[config.mk]
export PLATFORM = sky130hd
export DESIGN_NAME = divider_restoring_flat
export DESIGN_NICKNAME = d
export VERILOG_FILES = /design/src/rtl/divider_restoring_if.sv /design/src/rtl/divider_restoring.sv /design/src/flat_wrapper.sv
export SDC_FILE = /design/constraint.sdc
export NUM_CORES = 1
export LEC_CHECK = 0
export BUFFER_PORTS_ARGS = -buffer_cell sky130_fd_sc_hd__buf_2
export CAP_MARGIN = 25
export CORE_MARGIN = 5
export CORE_UTILIZATION = 45
export CTS_BUF_LIST = sky130_fd_sc_hd__clkbuf_8 sky130_fd_sc_hd__clkbuf_16
export DETAILED_ROUTE_END_ITERATION = 10
export PLACE_DENSITY = 0.73
export SKIP_LAST_GASP = 1
export SLEW_MARGIN = 20
export SYNTH_ARGS = -nofsm -noshare
export SYNTH_HDL_FRONTEND = slang
export SYNTH_SLANG_ARGS = --single-unit
[constraint.sdc]
create_clock -name clk -period 2.62 [get_ports clk]
set_input_delay 0.262 -clock clk [delete_from_list [all_inputs] [get_ports clk]]
set_output_delay 0.262 -clock clk [all_outputs]
set_load 0.05 [all_outputs]
[src/rtl/divider_restoring_if.sv]
// Operand/result bundle for the restoring divider.
// The requester drives A, B and start; the divider returns result, overflow_flag and finish.
interface divider_restoring_if #(
  parameter int WIDTH = 16
);
  logic [WIDTH-1:0] A;
  logic [WIDTH-1:0] B;
  logic             start;
  logic [WIDTH-1:0] result;
  logic             overflow_flag;
  logic             finish;

  modport master (
    output A, B, start,
    input  result, overflow_flag, finish
  );

  modport slave (
    input  A, B, start,
    output result, overflow_flag, finish
  );
endinterface

[src/rtl/divider_restoring.sv]
// Sequential signed fixed-point divider: restoring shift-subtract on magnitudes,
// one quotient bit per clock, then sign fix-up and saturation to the Q format.
module divider_restoring #(
  parameter int WIDTH     = 16,
  parameter int FRAC_BITS = 10
) (
  input  logic                clk,
  input  logic                rst,
  divider_restoring_if.slave  bus
);

  localparam int DW = WIDTH + FRAC_BITS;
  localparam int CW = $clog2(DW + 1);

  localparam logic [WIDTH-1:0] MAX_POS = {1'b0, {(WIDTH-1){1'b1}}};
  localparam logic [WIDTH-1:0] MIN_NEG = {1'b1, {(WIDTH-1){1'b0}}};

  typedef enum logic [1:0] {IDLE, DIVIDE, DONE} state_t;

  state_t           state;
  logic [DW-1:0]    dividend;   // shifts out dividend bits, shifts in quotient bits
  logic [WIDTH-1:0] divisor;
  logic [WIDTH-1:0] rem;
  logic [CW-1:0]    count;
  logic             sign;
  logic             divzero;
  logic [WIDTH-1:0] result_r;
  logic             overflow_r;
  logic             finish_r;

  logic [WIDTH-1:0] abs_a;
  logic [WIDTH-1:0] abs_b;
  logic [WIDTH:0]   rem_shift;
  logic             fits;
  logic [WIDTH-1:0] diff;
  logic             sat_pos;
  logic             sat_neg;
  logic [WIDTH-1:0] final_result;
  logic             final_ovf;

  // Two's-complement negation of the most negative value yields 2^(WIDTH-1) as unsigned.
  assign abs_a = bus.A[WIDTH-1] ? -bus.A : bus.A;
  assign abs_b = bus.B[WIDTH-1] ? -bus.B : bus.B;

  // The stored remainder is always below |B| <= 2^(WIDTH-1), so WIDTH bits hold it;
  // only the shifted working value needs the extra bit.
  assign rem_shift = {rem, dividend[DW-1]};
  assign fits      = rem_shift >= {1'b0, divisor};
  assign diff      = rem_shift[WIDTH-1:0] - divisor;

  assign sat_pos = |dividend[DW-1:WIDTH-1];
  assign sat_neg = (|dividend[DW-1:WIDTH]) | (dividend[WIDTH-1] & (|dividend[WIDTH-2:0]));

  always_comb begin
    // NOTE: every always_comb output gets a default first so no path leaves it unassigned (no latch).
    final_result = '0;
    final_ovf    = 1'b0;
    if (divzero) begin
      final_result = sign ? MIN_NEG : MAX_POS;
      final_ovf    = 1'b1;
    end else if (!sign && sat_pos) begin
      final_result = MAX_POS;
      final_ovf    = 1'b1;
    end else if (sign && sat_neg) begin
      final_result = MIN_NEG;
      final_ovf    = 1'b1;
    end else begin
      final_result = sign ? -dividend[WIDTH-1:0] : dividend[WIDTH-1:0];
    end
  end

  // NOTE: sequential state uses non-blocking assignments so every register samples pre-edge values.
  always_ff @(posedge clk) begin
    if (rst) begin
      state      <= IDLE;
      dividend   <= '0;
      divisor    <= '0;
      rem        <= '0;
      count      <= '0;
      sign       <= 1'b0;
      divzero    <= 1'b0;
      result_r   <= '0;
      overflow_r <= 1'b0;
      finish_r   <= 1'b0;
    end else begin
      case (state)
        IDLE: begin
          finish_r <= 1'b0;
          if (bus.start) begin
            dividend <= {abs_a, {FRAC_BITS{1'b0}}};
            divisor  <= abs_b;
            sign     <= bus.A[WIDTH-1] ^ bus.B[WIDTH-1];
            divzero  <= (bus.B == '0);
            rem      <= '0;
            count    <= CW'(DW);
            state    <= DIVIDE;
          end
        end
        DIVIDE: begin
          if (count != '0) begin
            rem      <= fits ? diff : rem_shift[WIDTH-1:0];
            dividend <= {dividend[DW-2:0], fits};
            count    <= count - CW'(1);
          end else begin
            result_r   <= final_result;
            overflow_r <= final_ovf;
            finish_r   <= 1'b1;
            state      <= DONE;
          end
        end
        DONE: begin
          if (!bus.start) begin
            finish_r <= 1'b0;
            state    <= IDLE;
          end
        end
        default: state <= IDLE;
      endcase
    end
  end

  assign bus.result        = result_r;
  assign bus.overflow_flag = overflow_r;
  assign bus.finish        = finish_r;

endmodule

[src/flat_wrapper.sv]
// flat-port wrapper written by rule: the top's interface ports become plain ports
module divider_restoring_flat 
#(
  parameter int WIDTH     = 16,
  parameter int FRAC_BITS = 10
)
  (clk, rst, bus_A, bus_B, bus_start, bus_result, bus_overflow_flag, bus_finish);
  divider_restoring_if #(.WIDTH(WIDTH)) bus_i ();
  input  logic clk;
  input  logic rst;
  input wire logic [$bits(bus_i.A)-1:0] bus_A;
  input wire logic [$bits(bus_i.B)-1:0] bus_B;
  input wire logic [$bits(bus_i.start)-1:0] bus_start;
  output wire logic [$bits(bus_i.result)-1:0] bus_result;
  output wire logic [$bits(bus_i.overflow_flag)-1:0] bus_overflow_flag;
  output wire logic [$bits(bus_i.finish)-1:0] bus_finish;
  assign bus_i.A = bus_A;
  assign bus_i.B = bus_B;
  assign bus_i.start = bus_start;
  assign bus_result = bus_i.result;
  assign bus_overflow_flag = bus_i.overflow_flag;
  assign bus_finish = bus_i.finish;
  divider_restoring #(.WIDTH(WIDTH), .FRAC_BITS(FRAC_BITS)) u_core (.clk(clk), .rst(rst), .bus(bus_i));
endmodule
==> results.json <==
{
  "critPathMaxFanout": 15,
  "critical_path.startpoint": "u_core.dividend[1]",
  "clkTransAtPathRegs_ns": 0.08,
  "synth_warnings": 0,
  "cts_num_sinks": 85,
  "cts_made_buffers": 9,
  "holdWs_ns": 0.156,
  "wl_per_cell_um": 14.8,
  "synth_largest_area_cell": "dfxtp_1",
  "htreeDepth": 3,
  "syn2layout_area_growth_pct": 12.6,
  "fmax_mhz": 405,
  "gp_congestion": 0.894,
  "io_pins": 53,
  "setup_viol": 0,
  "reg2reg_depth": 9,
  "netlist_top_cells_area": "dfxtp_1 34%, xnor2_1 5.4%, ha_1 5.2%",
  "dieArea_um2": 13400,
  "clock_path_buffers": 2,
  "min_period_over_period": 0.943,
  "start_util": 0.462,
  "drtIter0Drc": 190,
  "maxCapViolations": 0,
  "worstReg2RegEnd": "u_core.bus.result[7]",
  "peakVddDrop_mv": 0.295,
  "hold_class": "input pin to flop",
  "remaining_drc_errors": 0,
  "cts_tree": "done",
  "crit_end": "u_core.bus.result[7]",
  "viasPerCell": 5.70,
  "grt.overflow.total": 0,
  "antenna_found_initial": 0,
  "fin_skew_ns": 0.00587,
  "clock_latency_ns": 0.37,
  "status": "complete, no violations",
  "syn_inst": 637,
  "io_buffers": 52,
  "cp.required_ns": 2.90,
  "die_w_um": 116,
  "cts_setup_buffers": 0,
  "critPathCaptureType": "flop",
  "root_buffer": "clkbuf_8",
  "avgSynthCellArea_um2": 7.89,
  "crit_type": "flop to flop",
  "yosysMostFrequentCell": "dfxtp_1",
  "grt_max_degree": 35,
  "rows": 38,
  "firstDrtPassIters": 4,
  "critPathArrivalTime_ns": 2.75,
  "ant_nets": 0,
  "min_period_ns": 2.47,
  "leakage_uw": 0.00229,
  "post_cts_resized": 0,
  "ys_seq_elements": 85,
  "synth.top_cell.area_share": 0.339,
  "yosysSeqAreaShare": 0.339,
  "track_usage": 0.189,
  "grt_pass1_vias": 4522,
  "cp-start-kind": "flop",
  "powerDensity_nw_per_um2": 689,
  "final_cell_count_no_fill": 823,
  "r2r-start": "u_core.dividend[1]",
  "synthDistinctLibCells": 52,
  "grt_pass1_wl_mm": 20.7,
  "rsz0062_at_grt": "no",
  "drive_gt1_frac": 0.132,
  "totalWireLength_mm": 12.2,
  "nets": 735,
  "regToRegSetupSlack_ns": 0.15,
  "synth_top_cells_by_count": "85 x dfxtp_1, 68 x nand2_1, 63 x nor2_1, 40 x a21oi_1, 36 x o21ai_0",
  "coreArea_um2": 10900,
  "slew_headroom": 0.378,
  "hold_viol_final": 0,
  "synth_edf_count": 0,
  "numPlacedInstances": 807,
  "synth_nets": 694,
  "syn-cell-area_um2": 5020,
  "antenna_cells": 0,
  "drv_slew": 0,
  "setup_tns_ns": 0,
  "vias": 4690,
  "worst_pin_slew_ns": 0.930,
  "die_h_um": 116,
  "place_hpwl_mm": 9.14,
  "ctsHoldBuffers": 0,
  "synth-main-ff-cell": "dfxtp_1",
  "synthArstFlopShare": 0
}
-- worst max-delay path: stages, from the launching register on --
cell and delay [ns]:
dfxtp_1 0.34, inv_1 0.08, ha_1 0.15, or3b_1 0.36
or2_1 0.27, or4_4 0.47, o21ai_2 0.13, nand2_1 0.08
a31o_4 0.31, a211oi_1 0.19
-- worst min path at each step --
stage | start | endpoint | depth (start not counted)
CTS | bus_B[0] | u_core.divisor[0] | 3
finish | bus_B[0] | u_core.divisor[0] | 3
detailed placement | u_core.divisor[2] | u_core.divisor[2] | 2
global route | bus_B[0] | u_core.divisor[0] | 3
floorplan | bus_B[0] | u_core.divisor[0] | 2
global placement | u_core.divisor[2] | u_core.divisor[2] | 2
-- area by class of cell --
type                    count  area [um2]
clock inverters             5        75.1
repair buffers             67         373
fillers                  1010        5230
clock buffers              11         151
flip-flops and latches     85        1700
inverters                  31         116
multi-input cells         484        3070
well taps                 140         175
-- where the power goes --
part / total (uW) / internal [uW] / leakage [uW] / switching [uW]
clock network: 1050 / 582 / 0.000118 / 465
logic: 1350 / 531 / 0.00148 / 818
registers: 1500 / 1410 / 0.000694 / 97.2
-- layer usage --
metal,track usage,part of all wire,up-vias
li1,-,-,2363
met4,0.0719,0.016,0
met1,0.243,0.46,2200
met2,0.321,0.48,111
met5,0,0,-
met3,0.0272,0.038,16
-- cells by family after synthesis --
| family | Yosys count | share of synthesized area |
|---|---|---|
| DFF | 85 | 0.339 |
| and+or+nand+nor | 220 | 0.206 |
| xor gates and xnor gates | 53 | 0.0924 |
| muxes | 11 | 0.0219 |
| AOI/OAI and AO/OA | 178 | 0.232 |
| buffers and inverters | 68 | 0.0525 |
| adders and majority gates | 22 | 0.0563 |
-- state kept, by name (all words and copies together), names as in the netlist --
signal,cells
u_core.count,5
u_core.rem,16
u_core.divisor,16
u_core.sign,1
u_core.bus.result,16
u_core.dividend,26
u_core.bus.overflow_flag,1
u_core.state,2
u_core.bus.finish,1
u_core.divzero,1
-- stage by stage --
stage / power [uW] / setup slack [ns] / cell area [um2] / util
finish: 3900 / 0.149 / 5660 / 0.520
CTS: 3910 / 0.163 / 5660 / 0.519
global placement: 2840 / 0.266 / 5430 / 0.499
global route: 4140 / 0.00379 / 5660 / 0.520
floorplan: 2530 / 0.359 / 5020 / -
detailed placement: 2870 / 0.188 / 5430 / 0.499
-- placed cells by master, fill, tap and decap left out, types with 3 or more instances in the layout --
cell,n
nand4_1,6
nand3b_1,3
a22oi_1,8
nor2_1,63
or4_1,5
nand2b_1,9
o22ai_1,12
o211ai_1,3
inv_1,33
nor2b_1,6
a21oi_1,38
buf_4,15
a211oi_1,24
a32oi_1,6
or4_4,3
o21ai_0,34
nand2_1,68
or3_1,6
clkbuf_8,11
buf_2,52
mux2i_1,11
nand3_1,25
nor4_1,7
xnor2_1,31
o21a_1,5
o41ai_1,5
xor2_1,22
ha_1,21
dfxtp_1,85
a21o_1,6
nor3_1,10
o31ai_1,13
a31oi_1,7
(Power assumes the default switching activity.)
